===== config.mk =====
export PLATFORM = sky130hd
export DESIGN_NAME = mem_req_arbiter
export DESIGN_NICKNAME = d
export VERILOG_FILES = /design/src/rtl/mem_req_arbiter.sv
export SDC_FILE = /design/constraint.sdc
export NUM_CORES = 1
export LEC_CHECK = 0
export BUFFER_PORTS_ARGS = -buffer_cell sky130_fd_sc_hd__buf_4
export CAP_MARGIN = 20
export CELL_PAD_IN_SITES_DETAIL_PLACEMENT = 2
export CELL_PAD_IN_SITES_GLOBAL_PLACEMENT = 2
export CORE_AREA = 3 3 131 133
export CTS_CLUSTER_SIZE = 8
export DETAILED_ROUTE_END_ITERATION = 8
export DIE_AREA = 0 0 134 136
export PLACE_DENSITY_LB_ADDON = 0.15
export SETUP_SLACK_MARGIN = 0.1
export SLEW_MARGIN = 20
export SYNTH_ARGS = -nofsm -noshare
export SYNTH_HDL_FRONTEND = slang
export SYNTH_SLANG_ARGS = --single-unit

===== constraint.sdc =====
create_clock -name clk -period 4.8 [get_ports clk]
set_input_delay 0.48 -clock clk [delete_from_list [all_inputs] [get_ports clk]]
set_output_delay 0.48 -clock clk [all_outputs]
set_load 0.05 [all_outputs]

===== src/rtl/mem_req_arbiter.sv =====
`default_nettype none
// ============================================================================
// Module      : mem_req_arbiter
// Description : Two-master (fetch/EXE) SRAM-like arbiter onto one shared port,
//               with in-order response routing via a tag FIFO.
// Revision    : 1.0 - initial release
// ============================================================================
module mem_req_arbiter #(
    parameter int OST_DEPTH  = 2,
    parameter int STARVE_MAX = 4
) (
    input  logic        clk,
    input  logic        reset,

    input  logic        inst_req,
    input  logic        inst_wr,
    input  logic [1:0]  inst_size,
    input  logic [3:0]  inst_wstrb,
    input  logic [31:0] inst_addr,
    input  logic [31:0] inst_wdata,
    output logic        inst_addr_ok,
    output logic        inst_data_ok,
    output logic [31:0] inst_rdata,

    input  logic        data_req,
    input  logic        data_wr,
    input  logic [1:0]  data_size,
    input  logic [3:0]  data_wstrb,
    input  logic [31:0] data_addr,
    input  logic [31:0] data_wdata,
    output logic        data_addr_ok,
    output logic        data_data_ok,
    output logic [31:0] data_rdata,

    output logic        mem_req,
    output logic        mem_wr,
    output logic [1:0]  mem_size,
    output logic [3:0]  mem_wstrb,
    output logic [31:0] mem_addr,
    output logic [31:0] mem_wdata,
    input  logic        mem_addr_ok,
    input  logic        mem_data_ok,
    input  logic [31:0] mem_rdata,

    output logic [2:0]  ost_cnt,
    output logic        resp_err
);

    localparam logic [2:0] c_depth      = 3'(OST_DEPTH);
    localparam logic [2:0] c_starve_max = 3'(STARVE_MAX);
    localparam logic [1:0] c_last_ptr   = 2'(OST_DEPTH - 1);

    typedef enum logic [0:0] {
        GNT_INST = 1'b0,
        GNT_DATA = 1'b1
    } grant_t;

    logic [2:0] r_cnt;
    logic [1:0] r_wr_ptr;
    logic [1:0] r_rd_ptr;
    logic [3:0] r_tags;
    logic       r_lock;
    grant_t     r_lock_grant;
    logic [2:0] r_starve;
    logic       r_resp_err;

    grant_t     w_grant;
    logic       w_full;
    logic       w_sel_req;
    logic       w_push;
    logic       w_pop;
    logic       w_head;

    always_comb begin
        w_full = (r_cnt == c_depth);

        // A presented-but-unaccepted request keeps its grant so the bus stays stable
        if (r_lock)
            w_grant = r_lock_grant;
        else if (data_req && !(r_starve == c_starve_max && inst_req))
            w_grant = GNT_DATA;
        else
            w_grant = GNT_INST;

        w_sel_req = (w_grant == GNT_DATA) ? data_req : inst_req;
        mem_req   = w_sel_req & ~w_full & ~reset;

        if (w_grant == GNT_DATA) begin
            mem_wr    = data_wr;
            mem_size  = data_size;
            mem_wstrb = data_wstrb;
            mem_addr  = data_addr;
            mem_wdata = data_wdata;
        end else begin
            mem_wr    = inst_wr;
            mem_size  = inst_size;
            mem_wstrb = inst_wstrb;
            mem_addr  = inst_addr;
            mem_wdata = inst_wdata;
        end

        inst_addr_ok = mem_req & mem_addr_ok & (w_grant == GNT_INST);
        data_addr_ok = mem_req & mem_addr_ok & (w_grant == GNT_DATA);

        w_push = mem_req & mem_addr_ok;
        w_pop  = mem_data_ok & (r_cnt != 3'd0) & ~reset;
        w_head = r_tags[r_rd_ptr];

        inst_data_ok = w_pop & ~w_head;
        data_data_ok = w_pop &  w_head;

        inst_rdata = mem_rdata;
        data_rdata = mem_rdata;
        ost_cnt    = r_cnt;
        resp_err   = r_resp_err;
    end

    always_ff @(posedge clk) begin
        if (reset) begin
            r_cnt        <= 3'd0;
            r_wr_ptr     <= 2'd0;
            r_rd_ptr     <= 2'd0;
            r_tags       <= 4'd0;
            r_lock       <= 1'b0;
            r_lock_grant <= GNT_INST;
            r_starve     <= 3'd0;
            r_resp_err   <= 1'b0;
        end else begin
            if (w_push) begin
                r_tags[r_wr_ptr] <= (w_grant == GNT_DATA);
                r_wr_ptr         <= (r_wr_ptr == c_last_ptr) ? 2'd0 : r_wr_ptr + 2'd1;
            end
            if (w_pop)
                r_rd_ptr <= (r_rd_ptr == c_last_ptr) ? 2'd0 : r_rd_ptr + 2'd1;

            case ({w_push, w_pop})
                2'b10:   r_cnt <= r_cnt + 3'd1;
                2'b01:   r_cnt <= r_cnt - 3'd1;
                default: r_cnt <= r_cnt;
            endcase

            r_lock       <= mem_req & ~mem_addr_ok;
            r_lock_grant <= w_grant;

            if (!inst_req)
                r_starve <= 3'd0;
            else if (w_push && w_grant == GNT_INST)
                r_starve <= 3'd0;
            else if (w_push && r_starve < c_starve_max)
                r_starve <= r_starve + 3'd1;

            if (mem_data_ok && r_cnt == 3'd0)
                r_resp_err <= 1'b1;
        end
    end

endmodule
`default_nettype wire


Yosys cells after proc, flatten, opt, wreduce, memory -nomap -nowiden:

Index checks and enable logic that the tools add are counted.
W data, S select, Z words.

* flip-flop bits (word level): 17
* output and inout port bits: 144
* word-level logic and storage cells: 66

* $add $sub $neg: 5
* magnitude comparators: 4
* equality and inequality tests: 6
* muxes and demuxes: 16
* bitwise logic cells: 16
* reductions and logical operators: 11

Operator list (count)
* $mux W32: 2
* $and A1 B1 Y1: 10
* $add A3 B1 Y3 const B: 2
* $eq A2 B1 Y1 const B: 3
* $logic_and A1 B1 Y1: 6
* $lt A2 B3 Y1 const B: 2
* $mux W1: 6
* $mux W2: 3
* $not A1 Y1: 6
* $pmux W3 S2: 1
* $add A2 B1 Y2 const B: 2
* $bwmux W4: 1
* $mux W4: 1
* $eq A3 B2 Y1 const B: 1
* $eq A3 B3 Y1 const B: 1
* $logic_not A3 Y1: 1
* $lt A3 B3 Y1 const B: 1
* $reduce_bool A3 Y1: 1
* $reduce_or A3 Y1: 1
* $sub A3 B1 Y3 const B: 1
* $bmux W1 S2: 1
* $demux W1 S2: 1
* $eq A2 B2 Y1 const B: 1
* $ge A2 B1 Y1 const B: 1
* other kinds (2): 2

Logic depth before layout (Yosys ltp):

Gate-level depths: netlist (run 1).

* word-level depth: 12
* gate-level depth with buffers: 11
* depth with buffers taken out: 10

Worst setup path after synthesis (run 1):

OpenSTA, ideal clock, no wires.

* path type: register to output
* from: register r_cnt[0] (netlist: ost_cnt[0])
* to: output port mem_req
* data arrival time: 2.121 ns
* path slack: 2.199 ns
* cell stages (with the launch flop): 3
* path buffers: 0
* cells stage by stage: dfxtp_1 -> or3b_4 -> nor3b_1

* longest elaborated chain between the ends: 4

RTL lines
* start, declared: RTL line 58 `logic [2:0] r_cnt;`
* start signal, assigned: RTL line 137 `2'b10: r_cnt <= r_cnt + 3'd1;`
* start signal, assigned: RTL line 138 `2'b01: r_cnt <= r_cnt - 3'd1;`
* start signal, assigned: RTL line 139 `default: r_cnt <= r_cnt;`
* $eq A3 B2 Y1: RTL line 75 `w_full = (r_cnt == c_depth);`
* $not A1 Y1: RTL line 86 `mem_req = w_sel_req & ~w_full & ~reset;`
* $and A1 B1 Y1 (2 in a row): RTL line 86
* end, declared: RTL line 35 `output logic mem_req,`

No other way between the ends.

Final worst setup path (run 1):

* from: register r_starve[0]
* to: output port mem_wstrb[1]

* longest elaborated chain between the ends: 7

RTL lines
* start, declared: RTL line 64 `logic [2:0] r_starve;`
* start signal, assigned: RTL line 150 `r_starve <= r_starve + 3'd1;`
* $eq A3 B3 Y1: RTL line 80 `else if (data_req && !(r_starve == c_starve_max && inst_req))`
* $logic_and A1 B1 Y1: RTL line 80
* $logic_not A1 Y1: RTL line 80
* $logic_and A1 B1 Y1: RTL line 80
* $mux W1: RTL line 80
* $mux W1: RTL line 78 `if (r_lock)`
* $mux W4: RTL line 88 `if (w_grant == GNT_DATA) begin`
* end, declared: RTL line 38 `output logic [3:0] mem_wstrb,`

No other way between the ends.

==> impl_metrics.csv, run 1 <==
group,metric,value,unit
synthesis,adder_and_majority_cell_fraction_of_the_synthesized_area,2.58,%
synthesis,yosys.area_share.xor_xnor,1.96,%
floorplanning,coreArea,15900,um2
worst_setup_path,slowest_cell_on_the_critical_path,"buf_4",
clocking,cts_resized,0,
clocking,cts.hold.buffers_added,0,
outcome,status,"completed",
global_routing,maximum_number_of_pins_on_one_net_before_global_route_repair,52,
timing,setup_viol,0,
synthesis,ffs_w_async_s_r_synth,0,%
route,totalWireLength,11.4,mm
synthesis,yosysWarningCount,0,
worst_setup_path,crit_path_max_incr_delay,0.58,ns
synthesis,postSynthRegisterBits,17,
synthesis,yosysUniqueCellTypes,42,
clocking,clock_sink_count,17,
worst_setup_path,worst-setup-path-type,"reg -> out",
clocking,clkTransAtPathRegs,0.05,ns
timing,setup_slack,2.07,ns
clocking,insertion_delay,0.25,ns
route,detail_route.drc_violations,0,
placement,post_dp_cell_area,3670,um2
global_routing,antenna_found_initial,1,
synthesis,most_frequent_cells_after_synthesis,"buf_4 (69), mux2_2 (46), mux2_1 (25)",
synthesis,synthDominantAreaCellType,"buf_4",
layout,nNetsFinal,577,
timing,clock.fmax,366,MHz
worst_setup_path,worst_ep_arrival_time,2.25,ns
placement,dp_hpwl,10.1,mm
synthesis,syn-instance-count,232,
timing,tightestPinTransition,0.714,ns
worst_setup_path,worst_setup_path_end_kind,"output pin",
clocking,cts_buffer_depth,2,
synthesis,synth_enable_flop_cells,0,
synthesis,top_cell_type_s_share_of_synthesized_area,23.2,%
min_path,timing.hold.worst.class,"in -> reg",
global_routing,vias_in_the_first_global_route,2530,
layout,layout_overhead_on_the_synthesized_area,68.1,%
clocking,ctsHtreeMaxLevel,1,
synthesis,synthesis.area_per_instance,9.61,um2
power,irDropWorstVdd,0.0000928,V
synthesis,share_of_synthesized_area_occupied_by_flip_flops_and_latches,15.3,%
floorplanning,fp.dieW,134,um
flow_run,timing.max_cap.violations,0,
synthesis,count_leader_synth,"buf_4",
global_routing,grt_use_total,12.0,%
synthesis,synthFlopType,"dfxtp_1",
timing,fin_tns_setup,0,ns
route,drt_pre_antenna_iters,4,
worst_setup_path,crit_fanout,51,
placement,gp_routability_congestion,0.720,
synthesis,synth.top_cells.by_area,"buf_4 (23%), mux2_2 (23%), dfxtp_1 (15%)",
clocking,tritoncts_clock_tree,"built",
clocking,cts_buffers,3,
layout,n_antenna_cell,0,
power,p_per_area,244,nW/um2
worst_setup_path,crit_path_start_kind,"flip-flop",
clocking,clock_tree.root_cell,"clkbuf_16",
floorplanning,dieHeight,136,um
route,drt_iter0_drc,63,
timing,post-route-min-period,2.73,ns
clocking,number_of_buffers_inserted_to_repair_setup_after_cts,0,
timing,number_of_hold_slack_violations_in_the_final_timing_report,0,
floorplanning,initial_core_util,14.0,%
timing,slew_limit_headroom,52.4,%
synthesis,main_combinational_cell_family_by_area_after_synthesis,"multiplexers",
global_routing,global_route.overflow_total,0,
floorplanning,fp.dieArea,18200,um2
route,detail-route-antenna-nets,0,
floorplanning,boundaryPins,324,
route,vias_per_cell,3.67,
worst_setup_path,worst_path_most_repeated_cell,"buf_4",
synthesis,syn-num-nets,416,
route,via_count,2229,
route,route.detailed.wl_per_inst,18.7,um
power,power.leakage,1.76,nW
placement,io_buffers,227,
synthesis,synthMuxAreaShare,38.7,%
worst_setup_path,crit_path_cell_trace,"inv_1 > ha_1 > nand4b_1 > o211ai_1 > buf_4 > mux2_2 > buf_4",
layout,stdcell_area,3750,um2
timing,slew_violations,0,
timing,unrepaired_setup_endpoints_after_global_routing,"no",
synthesis,mappedNetlistArea,2230,um2
global_routing,grt_first_pass_wirelength,16.7,mm
synthesis,synth-compound-area-share,4.60,%
floorplanning,rows,46,
timing,final_period_utilization,56.9,%
worst_setup_path,critical_path_required,4.32,ns
layout,ratio_of_cells_with_drive_above_1_in_the_final_layout,74.7,%
placement,post-place-ws,2.21,ns
synthesis,synth_simple_gate_area_share,10.0,%
timing,skew,0.00282,ns
[final timing paths]
kind / from / to / slack, ns / cells past startpoint
worst max-delay path: r_starve[0] / mem_wstrb[1] / 2.07 / 7
worst min-delay path: mem_addr_ok / r_lock / 0.42 / 2
worst max register to register: ost_cnt[1] / ost_cnt[2] / 2.43 / 10
worst min register to register: r_tags[3] / r_tags[3] / 0.47 / 2
[metrics by stage]
step                power, W  hold WS, ns  utilization [%]  instances
floorplan           0.000681        0.435                -        232
global placement    0.000756        0.443             23.0        604
detailed placement  0.000760        0.462             23.0        604
CTS                 0.000935        0.418             23.5        608
global route        0.000968        0.416             23.5        608
finish              0.000916        0.422             23.5        608
[where the power goes]
part	internal [W]	switching [W]
registers	0.000149	0.00000844
clock network	0.000112	0.0000568
logic	0.000233	0.000357
total	0.000493	0.000422
[layout make-up]
class	instances	area, um2
fill	1861	12200
sequential	17	340
clock buffer	3	75.1
clock inverter	1	5.00
timing repair buffer	229	1720
tap	216	270
multi-input combinational	133	1290
inverter	9	48.8
[sequential cells by signal, indices dropped and copies added, names as in the netlist]
name,count
r_starve,3
r_rd_ptr,2
r_tags,4
ost_cnt,3
r_lock,1
resp_err,1
r_wr_ptr,2
r_lock_grant,1
[kinds of logic after synthesis]
kind of cell / Yosys count
DFF: 17
muxes: 76
AOI/OAI and AO/OA: 11
buffers and inverters: 82
and+or+nand+nor: 37
xor gates and xnor gates: 5
adders and majority gates: 4
[critical path: cells and delay by family (launching register included)]
kind | cells | cell delay [ns]
buffers and inverters | 3 | 0.83
multiplexers | 1 | 0.41
flip-flops | 1 | 0.33
adder cells (fa/ha/maj) | 1 | 0.14
AO/OA/AOI/OAI | 1 | 0.11
AND/OR/NAND/NOR | 1 | 0.09
[layer usage]
metal / global-route usage, % / part of all wire, % / vias up
li1: - / - / 1051
met1: 12.3 / 34 / 1016
met2: 23.4 / 55 / 156
met3: 5.22 / 11 / 4
met4: 1.09 / 0.31 / 2
met5: 0 / 0.097 / -
[cells in the final DEF, fill, tap and decap left out, types with 2 or more instances in the layout]
cell type	n
buf_4	229
mux2_2	46
mux2_1	25
dfxtp_1	17
nor2_1	11
inv_1	7
nand2_1	5
a21oi_1	4
mux2i_1	4
nand3_1	3
xnor2_1	3
ha_1	3
clkbuf_16	3
nor3_1	2
xor2_1	2
nand3b_1	2
(Power assumes the default switching activity.)
==> run 2: changes to the inputs <==
--- a/config.mk
+++ b/config.mk
@@ -9,10 +9,10 @@
 export CAP_MARGIN = 20
 export CELL_PAD_IN_SITES_DETAIL_PLACEMENT = 2
 export CELL_PAD_IN_SITES_GLOBAL_PLACEMENT = 2
-export CORE_AREA = 3 3 131 133
+export CORE_AREA = 3 3 135 137
 export CTS_CLUSTER_SIZE = 8
 export DETAILED_ROUTE_END_ITERATION = 8
-export DIE_AREA = 0 0 134 136
+export DIE_AREA = 0 0 138 140
 export PLACE_DENSITY_LB_ADDON = 0.15
 export SETUP_SLACK_MARGIN = 0.1
 export SLEW_MARGIN = 20
==> constraint.sdc (replaced) <==
create_clock -name clk -period 2.6 [get_ports clk]
set_input_delay 0.26 -clock clk [delete_from_list [all_inputs] [get_ports clk]]
set_output_delay 0.26 -clock clk [all_outputs]
set_load 0.05 [all_outputs]
==> run 2 against run 1 <==
Against the previous run:
- clock-buffer cell count stayed put
- final area is 3.6% higher
- clock power is 86% higher
- cell count is 2.6% higher
- total power is 90% higher
- first-iteration DRC count is 41% lower
- worst hold slack worse by 0.22 ns
- critical path type is now reg -> reg
==> impl_metrics.csv, run 2 (synthesis results as in run 1) <==
group,metric,value,unit
outcome,status,"completed",
route,vias_per_cell,3.56,
placement,io_buffers,227,
layout,final_cell_mix,"buf_4 (231), mux2_2 (46), mux2_1 (25)",
floorplanning,fp.dieW,138,um
route,drt_iter0_drc,37,
floorplanning,rows,48,
route,totalWireLength,11.6,mm
layout,postLayoutCoreUtil,22.6,%
layout,n_antenna_cell,0,
placement,dp_hpwl,10.4,mm
global_routing,maximum_number_of_pins_on_one_net_before_global_route_repair,18,
worst_setup_path,worst_setup_path_end_kind,"flip-flop",
route,route.detailed.wl_per_inst,18.6,um
power,power_after_layout,0.00174,W
route,detail-route-antenna-nets,0,
floorplanning,fp.dieArea,19300,um2
timing,unrepaired_setup_endpoints_after_global_routing,"no",
floorplanning,boundaryPins,324,
layout,flip_flop_count_of_the_largest_register_all_copies_and_words_added,4,
clocking,ctsHtreeMaxLevel,1,
timing,setup_viol,0,
timing,skew,0.00212,ns
worst_setup_path,reg2reg_depth,10,
min_path,worst_hold_path_depth,2,
min_path,min_delay_worst_endpoint,"r_lock",
clocking,insertion_delay,0.25,ns
worst_setup_path,crit_fanout,5,
placement,gp_routability_congestion,0.796,
clocking,clock_tree.root_cell,"clkbuf_16",
timing,fin_tns_setup,0,ns
layout,num-fill-cells,2000,
global_routing,grt_use_total,11.5,%
min_path,timing.hold.worst.class,"in -> reg",
timing,slew_violations,0,
clocking,clkTransAtPathRegs,0.05,ns
worst_setup_path,r2r-start,"ost_cnt[2]",
worst_setup_path,worst-setup-path-type,"reg -> reg",
layout,largest_register,"r_tags",
timing,slew_limit_headroom,72.4,%
clocking,cts.hold.buffers_added,0,
route,drt_pre_antenna_iters,4,
worst_setup_path,crit_path_start_kind,"flip-flop",
power,p_per_area,449,nW/um2
timing,clock.fmax,428,MHz
route,via_count,2219,
floorplanning,coreArea,17200,um2
timing,number_of_hold_slack_violations_in_the_final_timing_report,0,
timing,tightestPinTransition,0.412,ns
layout,layout.cells.most_common,"buf_4",
route,detail_route.drc_violations,0,
global_routing,global_route.overflow_total,0,
min_path,hp-start,"mem_addr_ok",
global_routing,antenna_found_initial,0,
clocking,tritoncts_clock_tree,"built",
floorplanning,dieHeight,140,um
timing,final_period_utilization,89.9,%
clocking,cts_buffers,3,
global_routing,vias_in_the_first_global_route,2483,
power,power.leakage,1.82,nW
global_routing,grt_first_pass_wirelength,17.1,mm
layout,nNetsFinal,584,
layout,ratio_of_cells_with_drive_above_1_in_the_final_layout,75.9,%
floorplanning,initial_core_util,13.0,%
worst_setup_path,worst_ep_arrival_time,2.52,ns
worst_setup_path,crit-reg2reg-capture,"ost_cnt[2]",
layout,layout_overhead_on_the_synthesized_area,74.1,%
timing,post-route-min-period,2.34,ns
clocking,cts_buffer_depth,2,
worst_setup_path,critical_path_required,2.78,ns
flow_run,timing.max_cap.violations,0,
worst_setup_path,setup.reg_to_reg.worst_slack,0.26,ns
clocking,clock_sink_count,17,
power,irDropWorstVdd,0.000194,V
[run 2: cell types whose count changed in the layout (fill, tap and decap cells not counted)]
| cell | delta |
|---|---|
| buf_12 | +5 |
| buf_4 | +2 |
| a21oi_1 | -1 |
| a21oi_2 | +1 |
| dfxtp_1 | -1 |
| dfxtp_2 | +1 |
| ha_1 | -1 |
| ha_2 | +1 |
[run 2: cell type report]
type	instances	area, um2	share of cell area [%]
Tap cell	225	282	7.25
Clock inverter	1	5.00	0.129
Inverter	9	48.8	1.26
Multi-Input combinational cell	133	1300	33.4
Clock buffer	3	75.1	1.93
Sequential cell	17	342	8.80
Timing Repair Buffer	236	1830	47.2
[run 2: timing repair]
item	CTS	global route
buffers inserted	1	0
resized for setup	0	2
pin swaps	1	0
setup endpoints to repair	1	1
cloned	0	0
[run 2: worst max-delay path by stage]
stage,start,to,slack (ns),cells after the start
2_1_floorplan,ost_cnt[2],ost_cnt[2],0.18,10
3_3_place_gp,ost_cnt[1],ost_cnt[2],0.34,10
3_5_place_dp,ost_cnt[0],ost_cnt[2],0.28,10
4_1_cts,ost_cnt[2],ost_cnt[2],0.21,10
5_1_grt,ost_cnt[2],ost_cnt[2],0.11,10
6_report,ost_cnt[2],ost_cnt[2],0.26,10
[run 2: routing by layer]
layer  share of wire [%]  global-route usage [%]
met1                  37                    12.6
met4                 1.3                    1.66
met5                   0                       0
met3                 6.8                    3.14
met2                  55                    22.3
[run 2: stage by stage]
step | std cells | setup WS, ns | instance area, um2 | hold slack (ns)
after global placement | 619 | 0.337 | 3790 | 0.449
after floorplan | 232 | 0.177 | 2230 | 0.332
after CTS | 624 | 0.206 | 3880 | 0.201
after detailed placement | 619 | 0.284 | 3790 | 0.463
final | 624 | 0.263 | 3880 | 0.203
after global routing | 624 | 0.112 | 3880 | 0.206
[run 2: power by group]
part | switching, W | internal (W)
sequential | 0.0000155 | 0.000275
clock | 0.000106 | 0.000206
combinational | 0.000676 | 0.000464
total | 0.000797 | 0.000944
[run 2: critical path: stages (launching register included)]
cell and delay [ns]:
dfxtp_1 0.34, or3b_4 0.43, nand2_4 0.10, nor3_4 0.05, inv_4 0.09, ha_2 0.19, inv_1 0.05, fa_1 0.36
xor2_1 0.16, or3_1 0.34, a21oi_2 0.15
